$ cat config.mk
export PLATFORM = sky130hd
export DESIGN_NAME = issue_queue_dispatch_flat
export DESIGN_NICKNAME = d
export VERILOG_FILES = /design/src/rtl/issue_queue_dispatch_if.sv /design/src/rtl/issue_queue_dispatch.sv /design/src/flat_wrapper.sv
export SDC_FILE = /design/constraint.sdc
export NUM_CORES = 1
export LEC_CHECK = 0
export CAP_MARGIN = 5
export CORE_MARGIN = 8
export CORE_UTILIZATION = 35
export DETAILED_ROUTE_END_ITERATION = 12
export PLACE_DENSITY = 0.66
export SYNTH_ARGS = -nofsm -noshare
export SYNTH_HDL_FRONTEND = slang
export SYNTH_SLANG_ARGS = --single-unit
$ cat constraint.sdc
create_clock -name clk_i -period 4 [get_ports clk_i]
set_input_delay 0.6 -clock clk_i [delete_from_list [all_inputs] [get_ports clk_i]]
set_output_delay 0.6 -clock clk_i [all_outputs]
set_load 0.01 [all_outputs]
$ cat src/rtl/issue_queue_dispatch_if.sv
// Push and dispatch handshake bundle for issue_queue_dispatch.
// The slave modport is the queue side; the master modport is the front-end and FU side.
interface issue_queue_dispatch_if #(
    parameter int unsigned NR_FU    = 4,
    parameter int unsigned DATA_W   = 64,
    parameter int unsigned TID_W    = 3,
    parameter int unsigned FU_IDX_W = ($clog2(NR_FU) + 1 > 1) ? $clog2(NR_FU) + 1 : 1
);
    logic                instr_valid_i;
    logic                instr_ready_o;
    logic [FU_IDX_W-1:0] instr_fu_i;
    logic [TID_W-1:0]    instr_tid_i;
    logic [DATA_W-1:0]   instr_op_a_i;
    logic [DATA_W-1:0]   instr_op_b_i;
    logic [NR_FU-1:0]    fu_valid_o;
    logic [NR_FU-1:0]    fu_ready_i;
    logic [TID_W-1:0]    fu_tid_o;
    logic [DATA_W-1:0]   fu_op_a_o;
    logic [DATA_W-1:0]   fu_op_b_o;

    modport master (
        output instr_valid_i, instr_fu_i, instr_tid_i, instr_op_a_i, instr_op_b_i, fu_ready_i,
        input  instr_ready_o, fu_valid_o, fu_tid_o, fu_op_a_o, fu_op_b_o
    );

    modport slave (
        input  instr_valid_i, instr_fu_i, instr_tid_i, instr_op_a_i, instr_op_b_i, fu_ready_i,
        output instr_ready_o, fu_valid_o, fu_tid_o, fu_op_a_o, fu_op_b_o
    );
endinterface

$ cat src/rtl/issue_queue_dispatch.sv
// In-order issue queue: circular buffer that dispatches its head entry to one of NR_FU units.
// Heads aimed at a nonexistent FU are dropped with a one-cycle bad_fu_o pulse.
module issue_queue_dispatch #(
    parameter int unsigned  DEPTH    = 4,
    parameter int unsigned  NR_FU    = 4,
    parameter int unsigned  DATA_W   = 64,
    parameter int unsigned  TID_W    = 3,
    localparam int unsigned FU_IDX_W = ($clog2(NR_FU) + 1 > 1) ? $clog2(NR_FU) + 1 : 1,
    localparam int unsigned CNT_W    = $clog2(DEPTH) + 1
) (
    input  logic                  clk_i,
    input  logic                  rst_ni,
    input  logic                  flush_i,
    issue_queue_dispatch_if.slave bus,
    output logic [CNT_W-1:0]      usage_o,
    output logic                  full_o,
    output logic                  empty_o,
    output logic                  bad_fu_o,
    output logic                  stall_issue_o,
    output logic [31:0]           stall_cnt_o
);
    localparam int unsigned PTR_W = $clog2(DEPTH);

    logic [PTR_W-1:0]    rptr_q, rptr_d, wptr_q, wptr_d;
    logic [CNT_W-1:0]    usage_q, usage_d;
    logic [31:0]         stall_cnt_q, stall_cnt_d;
    logic [FU_IDX_W-1:0] fu_mem_q  [DEPTH];
    logic [FU_IDX_W-1:0] fu_mem_d  [DEPTH];
    logic [TID_W-1:0]    tid_mem_q [DEPTH];
    logic [TID_W-1:0]    tid_mem_d [DEPTH];
    logic [DATA_W-1:0]   opa_mem_q [DEPTH];
    logic [DATA_W-1:0]   opa_mem_d [DEPTH];
    logic [DATA_W-1:0]   opb_mem_q [DEPTH];
    logic [DATA_W-1:0]   opb_mem_d [DEPTH];

    logic [FU_IDX_W-1:0] head_fu;
    logic [NR_FU-1:0]    fu_valid;
    logic                active, head_ok, head_rdy, instr_ready, push, pop;

    assign empty_o     = (usage_q == '0);
    assign full_o      = (usage_q == CNT_W'(DEPTH));
    assign instr_ready = !full_o && !flush_i;
    assign active      = !empty_o && !flush_i;
    assign head_fu     = fu_mem_q[rptr_q];
    assign head_ok     = (head_fu < FU_IDX_W'(NR_FU));

    // Decode the head's FU index once; head_rdy is only meaningful when head_ok.
    always_comb begin
        fu_valid = '0;
        head_rdy = 1'b0;
        for (int k = 0; k < NR_FU; k++) begin
            if (head_fu == FU_IDX_W'(k)) begin
                fu_valid[k] = active && head_ok;
                head_rdy    = bus.fu_ready_i[k];
            end
        end
    end

    assign bad_fu_o      = active && !head_ok;
    assign stall_issue_o = active && head_ok && !head_rdy;
    assign push          = bus.instr_valid_i && instr_ready;
    assign pop           = (|(fu_valid & bus.fu_ready_i)) || bad_fu_o;

    always_comb begin
        rptr_d      = rptr_q;
        wptr_d      = wptr_q;
        usage_d     = usage_q;
        stall_cnt_d = stall_cnt_q;
        if (flush_i) begin
            rptr_d  = '0;
            wptr_d  = '0;
            usage_d = '0;
        end else begin
            if (push) wptr_d = wptr_q + PTR_W'(1);
            if (pop)  rptr_d = rptr_q + PTR_W'(1);
            usage_d = usage_q + CNT_W'(push) - CNT_W'(pop);
        end
        // The stall counter deliberately survives flushes and saturates instead of wrapping.
        if (stall_issue_o && (stall_cnt_q != '1)) stall_cnt_d = stall_cnt_q + 32'd1;
    end

    always_comb begin
        fu_mem_d  = fu_mem_q;
        tid_mem_d = tid_mem_q;
        opa_mem_d = opa_mem_q;
        opb_mem_d = opb_mem_q;
        if (push) begin
            fu_mem_d[wptr_q]  = bus.instr_fu_i;
            tid_mem_d[wptr_q] = bus.instr_tid_i;
            opa_mem_d[wptr_q] = bus.instr_op_a_i;
            opb_mem_d[wptr_q] = bus.instr_op_b_i;
        end
    end

    always_ff @(posedge clk_i or negedge rst_ni) begin
        if (!rst_ni) begin
            rptr_q      <= '0;
            wptr_q      <= '0;
            usage_q     <= '0;
            stall_cnt_q <= '0;
        end else begin
            rptr_q      <= rptr_d;
            wptr_q      <= wptr_d;
            usage_q     <= usage_d;
            stall_cnt_q <= stall_cnt_d;
        end
    end

    // Payload storage carries no reset; occupancy alone decides what is valid.
    always_ff @(posedge clk_i) begin
        fu_mem_q  <= fu_mem_d;
        tid_mem_q <= tid_mem_d;
        opa_mem_q <= opa_mem_d;
        opb_mem_q <= opb_mem_d;
    end

    assign bus.instr_ready_o = instr_ready;
    assign bus.fu_valid_o    = fu_valid;
    assign bus.fu_tid_o      = tid_mem_q[rptr_q];
    assign bus.fu_op_a_o     = opa_mem_q[rptr_q];
    assign bus.fu_op_b_o     = opb_mem_q[rptr_q];
    assign usage_o           = usage_q;
    assign stall_cnt_o       = stall_cnt_q;
endmodule

$ cat src/flat_wrapper.sv
// flat-port wrapper written by rule: the top's interface ports become plain ports
module issue_queue_dispatch_flat 
#(
    parameter int unsigned  DEPTH    = 4,
    parameter int unsigned  NR_FU    = 4,
    parameter int unsigned  DATA_W   = 64,
    parameter int unsigned  TID_W    = 3,
    localparam int unsigned FU_IDX_W = ($clog2(NR_FU) + 1 > 1) ? $clog2(NR_FU) + 1 : 1,
    localparam int unsigned CNT_W    = $clog2(DEPTH) + 1
)
  (clk_i, rst_ni, flush_i, usage_o, full_o, empty_o, bad_fu_o, stall_issue_o, stall_cnt_o, bus_instr_valid_i, bus_instr_fu_i, bus_instr_tid_i, bus_instr_op_a_i, bus_instr_op_b_i, bus_fu_ready_i, bus_instr_ready_o, bus_fu_valid_o, bus_fu_tid_o, bus_fu_op_a_o, bus_fu_op_b_o);
  issue_queue_dispatch_if #(.NR_FU(NR_FU), .DATA_W(DATA_W), .TID_W(TID_W), .FU_IDX_W(FU_IDX_W)) bus_i ();
  input  logic clk_i;
  input  logic rst_ni;
  input  logic flush_i;
  output logic [CNT_W-1:0] usage_o;
  output logic full_o;
  output logic empty_o;
  output logic bad_fu_o;
  output logic stall_issue_o;
  output logic [31:0] stall_cnt_o;
  input wire logic [$bits(bus_i.instr_valid_i)-1:0] bus_instr_valid_i;
  input wire logic [$bits(bus_i.instr_fu_i)-1:0] bus_instr_fu_i;
  input wire logic [$bits(bus_i.instr_tid_i)-1:0] bus_instr_tid_i;
  input wire logic [$bits(bus_i.instr_op_a_i)-1:0] bus_instr_op_a_i;
  input wire logic [$bits(bus_i.instr_op_b_i)-1:0] bus_instr_op_b_i;
  input wire logic [$bits(bus_i.fu_ready_i)-1:0] bus_fu_ready_i;
  output wire logic [$bits(bus_i.instr_ready_o)-1:0] bus_instr_ready_o;
  output wire logic [$bits(bus_i.fu_valid_o)-1:0] bus_fu_valid_o;
  output wire logic [$bits(bus_i.fu_tid_o)-1:0] bus_fu_tid_o;
  output wire logic [$bits(bus_i.fu_op_a_o)-1:0] bus_fu_op_a_o;
  output wire logic [$bits(bus_i.fu_op_b_o)-1:0] bus_fu_op_b_o;
  assign bus_i.instr_valid_i = bus_instr_valid_i;
  assign bus_i.instr_fu_i = bus_instr_fu_i;
  assign bus_i.instr_tid_i = bus_instr_tid_i;
  assign bus_i.instr_op_a_i = bus_instr_op_a_i;
  assign bus_i.instr_op_b_i = bus_instr_op_b_i;
  assign bus_i.fu_ready_i = bus_fu_ready_i;
  assign bus_instr_ready_o = bus_i.instr_ready_o;
  assign bus_fu_valid_o = bus_i.fu_valid_o;
  assign bus_fu_tid_o = bus_i.fu_tid_o;
  assign bus_fu_op_a_o = bus_i.fu_op_a_o;
  assign bus_fu_op_b_o = bus_i.fu_op_b_o;
  issue_queue_dispatch #(.DEPTH(DEPTH), .NR_FU(NR_FU), .DATA_W(DATA_W), .TID_W(TID_W)) u_core (.clk_i(clk_i), .rst_ni(rst_ni), .flush_i(flush_i), .bus(bus_i), .usage_o(usage_o), .full_o(full_o), .empty_o(empty_o), .bad_fu_o(bad_fu_o), .stall_issue_o(stall_issue_o), .stall_cnt_o(stall_cnt_o));
endmodule
==> flow_metrics.py, run 1 <==
metrics = {
    "outcome": {
        "run_status": "completed",
    },
    "route": {
        "drt_pre_antenna_iters": 4,
        "drc": 0,
        "routed_wirelength_um": 46500,
        "vias": 10200,
        "average_vias_per_placed_instance": 4.86,
        "drtIter0Drc": 651,
        "antenna_violating_nets_post_route": 0,
        "route.detailed.wl_per_inst_um": 22.2,
    },
    "clocking": {
        "cts_max_level": 2,
        "cts.sink_count": 575,
        "cts_max_path_buffers": 3,
        "clkSlewWorstSetupHoldPaths_ns": 0.06,
        "clock_tree.root_cell": "sky130_fd_sc_hd__clkbuf_16",
        "insertion_delay_ns": 0.61,
        "cts_setup_buffers": 0,
        "cts_buffer_count": 60,
        "cts_hold_fix_bufs": 0,
        "cts_repair_resize_count": 0,
        "cts_tree": "yes",
    },
    "die": {
        "fp-row-count": 90,
        "io_pins": 317,
        "floorplan.core_area_um2": 60200,
        "die_boundary_height_um": 262,
        "die_w_um": 262,
        "die_area_um2": 68900,
        "starting_utilization_of_the_core_area_pct": 35.3,
    },
    "timing": {
        "hold_violations": 0,
        "final_clock_period_utilization_by_the_worst_path_pct": 88.4,
        "finalClockSkew_ns": 0.0226,
        "pins_over_their_slew_limit": 0,
        "clock_period_minus_final_worst_setup_slack_ns": 3.53,
        "setup_viol": 0,
        "slew_headroom_pct": 43.0,
        "worstMarginPinSlew_ns": 0.852,
        "rsz0062_at_grt": "false",
        "setup_tns_final_ns": 0,
        "timing.fmax_ghz": 0.283,
    },
    "pwr": {
        "worst_vdd_drop_mv": 0.453,
        "power.leakage_nw": 8.87,
        "p_per_area_nw_per_um2": 616,
    },
    "global_routing": {
        "pin_count_of_the_biggest_net_entering_global_routing": 75,
        "globalRoute.totalOverflow": 0,
        "grt_use_total_pct": 13.2,
        "grt_pass1_wl_um": 70100,
        "first_global_vias": 11000,
        "grt_antenna_before_repair": 5,
    },
    "cells_and_area": {
        "multiInputGateArea_um2": 4030,
        "design.final.nets": 1409,
        "area_used_by_sequential_logic_in_the_layout_um2": 17100,
        "number_of_fill_cells_in_the_layout": 4948,
        "fraction_of_layout_cells_with_a_size_suffix_above_1_pct": 18.9,
        "area_growth_pct": 29.8,
        "finalNonFillerCells": 2094,
    },
    "placement": {
        "hpwlAfterDp_um": 29500,
        "placement.io_buffers": 316,
        "place_inst": 1979,
        "globalplace.congestion": 0.803,
    },
    "yosys": {
        "yosysSeqAreaShare_pct": 80.3,
        "syn_nets": 1046,
        "synth.lib_cells_used.distinct": 30,
        "synthDominantAreaCellType": "sky130_fd_sc_hd__edfxtp_1",
        "synthTopCellsByArea": "sky130_fd_sc_hd__edfxtp_1, sky130_fd_sc_hd__mux4_2, sky130_fd_sc_hd__dfrtp_1, sky130_fd_sc_hd__xnor2_1, sky130_fd_sc_hd__nand4_1",
        "synth.avg_cell_area_um2": 23.7,
        "synth-async-reset-ratio_pct": 6.78,
        "synth_area_um2": 21300,
        "synthMostInstantiatedCell": "sky130_fd_sc_hd__edfxtp_1",
        "synthCells": 896,
        "synthTopCellsByCount": "sky130_fd_sc_hd__edfxtp_1, sky130_fd_sc_hd__mux4_2, sky130_fd_sc_hd__dfrtp_1",
        "synth_edf_count": 536,
        "postSynthRegisterBits": 575,
        "ys.flop_type": "sky130_fd_sc_hd__edfxtp_1",
        "yosys_warnings": 0,
        "netlist.area_leader.share_pct": 75.7,
    },
    "worst_setup_path": {
        "crit_arrival_ns": 2.93,
        "data_required_critical_path_ns": 3.40,
        "timing.critical_path.fanout_max": 74,
        "reg2regPathDepth": 11,
        "critical_path_class": "flip-flop to primary output",
        "crit_slowest_cell": "sky130_fd_sc_hd__clkdlybuf4s50_1",
        "ordered_list_of_cells_on_the_worst_path": "buf_12 -> mux4_2 -> clkdlybuf4s50_1",
        "max_stage_delay_ns": 0.64,
        "start_kind": "flip-flop",
        "critPathCaptureType": "primary output",
    },
    "flow_run": {
        "cap_viol_max_count": 0,
    },
    "hold_path": {
        "worst_min_delay_path_category": "primary input to async pin",
    },
}
-- metal layers --
layer / track usage [%] / up-vias / wire length [um]
met5: 0 / - / 27
met4: 3.10 / 4 / 826
met3: 4.63 / 73 / 3390
met2: 21.7 / 297 / 22800
met1: 16.7 / 5317 / 19500
li1: - / 4496 / -
-- worst paths after layout --
kind	startpoint	to	slack, ns
max in group asynchronous	rst_ni	u_core.rptr_q[1]	3.14
hold reg to reg	u_core.stall_cnt_o[31]	u_core.stall_cnt_o[31]	0.50
setup reg to reg	u_core.rptr_q[0]	u_core.usage_o[2]	1.01
min in group clk_i	u_core.stall_cnt_o[31]	u_core.stall_cnt_o[31]	0.50
setup / recovery	u_core.rptr_q[0]	bus_fu_op_a_o[62]	0.47
hold / removal	rst_ni	u_core.stall_cnt_o[20]	0.45
-- layout make-up --
type | count | share of cell area (%)
timing repair buffer | 336 | 12.6
sequential | 575 | 61.9
clock buffer | 71 | 5.59
tap | 782 | 3.55
antenna | 2 | 0.0181
inverter | 7 | 0.0953
multi-input combinational | 279 | 14.6
clock inverter | 42 | 1.64
-- placed cells by master (no fill, tap or decap), drive strengths merged, types with 2 or more instances in the layout --
cell           count
and2               7
and3              13
and4               4
buf               20
bufinv             9
clkbuf            71
clkdlybuf4s50    316
clkinv            28
clkinvlp           2
dfrtp             39
diode              2
edfxtp           536
ha                 7
inv               10
mux2i              5
mux4             134
nand2             19
nand2b             2
nand3              5
nand4             17
nor2              15
nor2b              2
nor3               8
xnor2             25
xor2               9
-- power breakdown --
part           internal, mW  switching (mW)
logic                  2.33            1.96
clock network          3.33            2.24
registers              6.99           0.140
total                  12.7            4.34
-- critical path: cells and delay by family (launching register included) --
family	cells	cell delay, ns
flip-flops	1	0.49
buffers and inverters	2	1.05
multiplexers	1	0.58
-- state kept, by name, summed over array words and instances (netlist names) --
register	cells
u_core.opb_mem_q	256
u_core.tid_mem_q	12
u_core.opa_mem_q	256
u_core.wptr_q	2
u_core.rptr_q	2
u_core.usage_o	3
u_core.stall_cnt_o	32
u_core.fu_mem_q	12
-- cells by family after synthesis --
| family | count (synthesis) | share of synthesized area [%] |
|---|---|---|
| compound gates | 2 | 0.0707 |
| fa+ha+maj | 8 | 0.506 |
| buf+inv | 42 | 0.789 |
| mux | 140 | 14.5 |
| flops | 575 | 80.3 |
| simple gates | 95 | 2.42 |
| xor+xnor | 34 | 1.40 |
-- metrics by stage --
stage	cell area, um^2	power [mW]	util (%)	hold WS [ns]	setup WS [ns]
6_report	27600	17.0	45.8	0.448	0.465
5_1_grt	27600	17.7	45.8	0.462	0.276
4_1_cts	27600	17.3	45.8	0.422	0.387
3_5_place_dp	25600	11.7	42.5	0.484	0.738
3_3_place_gp	25600	11.6	42.5	0.477	0.772
2_1_floorplan	21300	9.43	-	0.304	0.744
Note: power is estimated with default switching activity, not from simulation.
==> run 2, diff against run 1 <==
- CORE_ASPECT_RATIO: default -> 0.75
==> run 2 against run 1 <==
Compared with the run above: global-route usage fell by 0.37 points; critical path depth rose by 2; register-to-register slack improved by 0.02 ns; design area is 0.51% lower; flip-flop and latch count is the same; critical path type unchanged; largest cell class unchanged; highest routed layer unchanged.
==> flow_metrics.py, run 2 (synthesized netlist as in run 1, its figures left out) <==
metrics = {
    "outcome": {
        "run_status": "completed",
    },
    "route": {
        "average_vias_per_placed_instance": 4.80,
        "vias": 10100,
        "drc": 0,
        "antenna_violating_nets_post_route": 0,
        "routed_wirelength_um": 45200,
        "drtIter0Drc": 527,
        "drt_pre_antenna_iters": 4,
        "route.detailed.wl_per_inst_um": 21.4,
    },
    "worst_setup_path": {
        "crit_arrival_ns": 2.89,
        "reg2regPathDepth": 11,
        "critical_path_class": "flip-flop to primary output",
        "start_kind": "flip-flop",
        "data_required_critical_path_ns": 3.40,
        "timing.critical_path.fanout_max": 8,
        "critPathCaptureType": "primary output",
    },
    "timing": {
        "finalClockSkew_ns": 0.0126,
        "timing.fmax_ghz": 0.287,
        "final_clock_period_utilization_by_the_worst_path_pct": 87.2,
        "rsz0062_at_grt": "false",
        "setup_tns_final_ns": 0,
        "slew_headroom_pct": 39.4,
        "hold_violations": 0,
        "clock_period_minus_final_worst_setup_slack_ns": 3.49,
        "final.setup.worst_slack_ns": 0.512,
        "pins_over_their_slew_limit": 0,
        "setup_viol": 0,
        "worstMarginPinSlew_ns": 0.910,
    },
    "global_routing": {
        "grt_antenna_before_repair": 6,
        "grt_pass1_wl_um": 68200,
        "grt_use_total_pct": 12.8,
        "first_global_vias": 10700,
        "globalRoute.totalOverflow": 0,
        "pin_count_of_the_biggest_net_entering_global_routing": 80,
    },
    "placement": {
        "placement.io_buffers": 316,
        "place_inst": 2002,
        "hpwlAfterDp_um": 28400,
        "dp_worst_setup_slack_ns": 0.888,
        "globalplace.congestion": 0.749,
    },
    "clocking": {
        "cts_setup_buffers": 0,
        "cts_tree": "yes",
        "clkSlewWorstSetupHoldPaths_ns": 0.07,
        "cts_max_level": 2,
        "cts_buffer_count": 56,
        "cts_repair_resize_count": 0,
        "cts_max_path_buffers": 3,
        "insertion_delay_ns": 0.59,
        "cts_hold_fix_bufs": 0,
        "cts.sink_count": 575,
        "clock_tree.root_cell": "sky130_fd_sc_hd__clkbuf_16",
    },
    "die": {
        "fp-row-count": 78,
        "die_w_um": 301,
        "starting_utilization_of_the_core_area_pct": 35.3,
        "die_boundary_height_um": 229,
        "io_pins": 317,
        "floorplan.core_area_um2": 60200,
        "die_area_um2": 68900,
    },
    "cells_and_area": {
        "design.final.nets": 1410,
        "layout.cells.most_common_list": "sky130_fd_sc_hd__edfxtp_1, sky130_fd_sc_hd__clkdlybuf4s50_1, sky130_fd_sc_hd__mux4_2",
        "area_growth_pct": 29.1,
        "most_common_cell_after_layout_fill_and_taps_aside": "sky130_fd_sc_hd__edfxtp_1",
        "fraction_of_layout_cells_with_a_size_suffix_above_1_pct": 18.6,
        "finalNonFillerCells": 2106,
        "number_of_fill_cells_in_the_layout": 4983,
    },
    "pwr": {
        "worst_vdd_drop_mv": 0.674,
        "power.leakage_nw": 8.81,
        "p_per_area_nw_per_um2": 601,
    },
    "flow_run": {
        "cap_viol_max_count": 0,
    },
    "hold_path": {
        "worst_min_delay_path_category": "primary input to async pin",
    },
}
-- run 2: cell types whose count changed in the layout (fill, tap and decap cells not counted), moves of 2 or more --
cell and delta:
sky130_fd_sc_hd__buf_4 +6, sky130_fd_sc_hd__bufinv_16 -3, sky130_fd_sc_hd__clkbuf_1 +4, sky130_fd_sc_hd__clkbuf_16 -2, sky130_fd_sc_hd__clkinv_1 -6, sky130_fd_sc_hd__clkinvlp_4 -2
-- run 2: path summary, 6_finish.rpt --
check                                             from                endpoint  slack (ns)
worst max-delay path                  u_core.rptr_q[0]       bus_fu_valid_o[2]        0.51
worst min-delay path                            rst_ni        u_core.wptr_q[0]        0.46
worst max register to register        u_core.rptr_q[0]       u_core.usage_o[2]        1.03
worst min register to register  u_core.stall_cnt_o[23]  u_core.stall_cnt_o[23]        0.49
max in group asynchronous                       rst_ni        u_core.rptr_q[1]        3.16
min in group clk_i              u_core.stall_cnt_o[23]  u_core.stall_cnt_o[23]        0.49
-- run 2: area by class of cell --
type,instances,area [um^2],area share (%)
flip-flops and latches,575,17100,62.2
well taps,800,1000,3.65
inverters,7,26.3,0.0958
clock buffers,73,1510,5.49
diodes,2,5.00,0.0182
repair buffers,341,3490,12.7
clock inverters,29,299,1.09
multi-input cells,279,4030,14.7
-- run 2: stage by stage --
stage                     power [mW]  instance area [um^2]  utilization [%]  hold WS (ns)
after floorplan                 9.43                 21300                -         0.304
after global routing            17.2                 27400             45.6         0.465
after CTS                       16.8                 27400             45.6         0.420
final                           16.5                 27400             45.6         0.461
after detailed placement        11.6                 25600             42.6         0.480
after global placement          11.6                 25600             42.6         0.474
-- run 2: critical path: stages, from the launching register on --
cell                              delay, ns
sky130_fd_sc_hd__dfrtp_4               0.51
sky130_fd_sc_hd__mux4_2                0.58
sky130_fd_sc_hd__nor3_1                0.45
sky130_fd_sc_hd__nand2_1               0.11
sky130_fd_sc_hd__nor2_1                0.11
sky130_fd_sc_hd__clkdlybuf4s50_1       0.55
-- run 2: power by group --
part	internal [mW]	switching [mW]	total, mW
clock	3.03	2.12	5.15
combinational	2.32	1.90	4.22
sequential	6.99	0.134	7.13
-- run 2: layer usage --
metal / up-vias / global-route usage, % / wire [um]
met3: 61 / 4.70 / 3600
met5: - / 0 / 54
met2: 265 / 20.6 / 21700
met1: 5270 / 16.4 / 19000
met4: 8 / 3.26 / 739
li1: 4496 / - / -
==> run 3, diff against run 2 <==
- CELL_PAD_IN_SITES_DETAIL_PLACEMENT: default -> 1
- CELL_PAD_IN_SITES_GLOBAL_PLACEMENT: default -> 1
- PLACE_DENSITY: 0.66 -> 0.72
==> run 3 against run 2 <==
Compared with the run above: sequential power is essentially flat; critical endpoint unchanged; highest routed layer unchanged; critical path depth is the same; routed wire length grew 10%.
==> flow_metrics.py, run 3 (synthesized netlist as in run 1, its figures left out) <==
metrics = {
    "clocking": {
        "cts_max_level": 2,
        "cts_tree": "yes",
        "cts.sink_count": 575,
        "cts_setup_buffers": 0,
        "cts_hold_fix_bufs": 0,
        "cts_buffer_count": 56,
        "clock_tree.root_cell": "sky130_fd_sc_hd__clkbuf_16",
        "insertion_delay_ns": 0.59,
        "cts_max_path_buffers": 3,
        "cts_repair_resize_count": 0,
        "clkSlewWorstSetupHoldPaths_ns": 0.07,
    },
    "cells_and_area": {
        "most_common_cell_after_layout_fill_and_taps_aside": "sky130_fd_sc_hd__edfxtp_1",
        "fraction_of_layout_cells_with_a_size_suffix_above_1_pct": 19.7,
        "layout.cells.most_common_list": "sky130_fd_sc_hd__edfxtp_1, sky130_fd_sc_hd__clkdlybuf4s50_1, sky130_fd_sc_hd__mux4_2",
        "number_of_fill_cells_in_the_layout": 5545,
        "design.final.nets": 1422,
        "area_growth_pct": 29.4,
    },
    "die": {
        "starting_utilization_of_the_core_area_pct": 35.3,
        "die_area_um2": 68900,
        "die_w_um": 301,
        "floorplan.core_area_um2": 60200,
        "io_pins": 317,
        "die_boundary_height_um": 229,
        "fp-row-count": 78,
    },
    "worst_setup_path": {
        "timing.critical_path.fanout_max": 11,
        "critPathCaptureType": "primary output",
        "reg2reg_slack_ns": 0.92,
        "critical_path_class": "flip-flop to primary output",
        "reg2regPathDepth": 11,
        "r2r-start": "u_core.rptr_q[0]",
        "reg2reg_to": "u_core.usage_o[2]",
        "data_required_critical_path_ns": 3.40,
        "crit_arrival_ns": 2.99,
        "start_kind": "flip-flop",
    },
    "timing": {
        "clock_period_minus_final_worst_setup_slack_ns": 3.59,
        "setup_tns_final_ns": 0,
        "final_clock_period_utilization_by_the_worst_path_pct": 89.8,
        "slew_headroom_pct": 25.1,
        "worstMarginPinSlew_ns": 1.12,
        "pins_over_their_slew_limit": 0,
        "finalClockSkew_ns": 0.0162,
        "setup_viol": 0,
        "hold_violations": 0,
        "rsz0062_at_grt": "false",
        "timing.fmax_ghz": 0.278,
    },
    "global_routing": {
        "globalRoute.totalOverflow": 0,
        "grt_use_total_pct": 14.0,
        "first_global_vias": 11400,
        "grt_antenna_before_repair": 8,
        "pin_count_of_the_biggest_net_entering_global_routing": 65,
        "grt_pass1_wl_um": 73800,
    },
    "placement": {
        "globalplace.congestion": 0.765,
        "placement.io_buffers": 316,
        "hpwlAfterDp_um": 31800,
    },
    "hold_path": {
        "worst_min_delay_path_category": "flip-flop to flip-flop",
        "min-delay-start": "u_core.stall_cnt_o[27]",
        "min_path_cells": 1,
        "worst_hold_endpoint": "u_core.stall_cnt_o[27]",
    },
    "pwr": {
        "worst_vdd_drop_mv": 0.367,
        "power.leakage_nw": 8.86,
        "p_per_area_nw_per_um2": 601,
        "total_power_mw": 16.5,
    },
    "route": {
        "routed_wirelength_um": 49900,
        "vias": 10200,
        "route.detailed.wl_per_inst_um": 23.5,
        "drtIter0Drc": 596,
        "drt_pre_antenna_iters": 6,
        "average_vias_per_placed_instance": 4.83,
        "antenna_violating_nets_post_route": 0,
        "drc": 0,
    },
    "flow_run": {
        "cap_viol_max_count": 0,
    },
    "outcome": {
        "run_status": "completed",
    },
}
==> run 3: metrics by stage <==
| step | hold WS (ns) | std cells | util, % | instance area [um^2] | setup WS [ns] |
|---|---|---|---|---|---|
| after floorplan | 0.304 | 896 | - | 21300 | 0.744 |
| after global placement | 0.477 | 2014 | 42.7 | 25700 | 0.972 |
| after detailed placement | 0.490 | 2014 | 42.7 | 25700 | 0.915 |
| after CTS | 0.498 | 2118 | 45.7 | 27500 | 0.341 |
| after global routing | 0.510 | 2118 | 45.7 | 27500 | 0.234 |
| final | 0.498 | 2120 | 45.7 | 27500 | 0.406 |
==> run 3: worst max-delay path by stage <==
stage                      from            endpoint  depth (start not counted)
3_5_place_dp   u_core.rptr_q[0]   u_core.usage_o[2]                         11
5_1_grt        u_core.rptr_q[0]   bus_fu_valid_o[2]                          5
6_report       u_core.rptr_q[0]   bus_fu_valid_o[2]                          5
4_1_cts        u_core.rptr_q[0]   bus_fu_valid_o[2]                          5
3_3_place_gp            flush_i   bus_fu_valid_o[3]                          4
2_1_floorplan           flush_i  u_core.fu_mem_q[0]                          3
==> run 3: area by class of cell <==
cell class	count	area, um^2	area share [%]
sequential	575	17100	62.1
multi-input combinational	279	4030	14.7
timing repair buffer	353	3590	13.1
clock buffer	77	1550	5.65
tap	800	1000	3.64
clock inverter	27	220	0.800
inverter	7	26.3	0.0955
antenna	2	5.00	0.0182
==> run 3: critical path: stages, from the launching register on <==
cell	delay [ns]
sky130_fd_sc_hd__dfrtp_4	0.57
sky130_fd_sc_hd__mux4_2	0.59
sky130_fd_sc_hd__nor3_1	0.47
sky130_fd_sc_hd__nand2_1	0.13
sky130_fd_sc_hd__nor2_1	0.11
sky130_fd_sc_hd__clkdlybuf4s50_1	0.55
==> run 3: metal layers <==
layer  vias up  wire length, um  global-route usage (%)
li1       4507                -                       -
met1      5371            20300                    17.4
met2       279            24600                    23.4
met3        72             4050                    5.17
met4        12              814                    3.05
met5         -               70                       0
==> run 3: where the power goes <==
| group | internal [mW] | switching (mW) | total, mW |
|---|---|---|---|
| Sequential | 6.99 | 0.159 | 7.15 |
| Combinational | 2.34 | 1.95 | 4.28 |
| Clock | 2.91 | 2.18 | 5.09 |
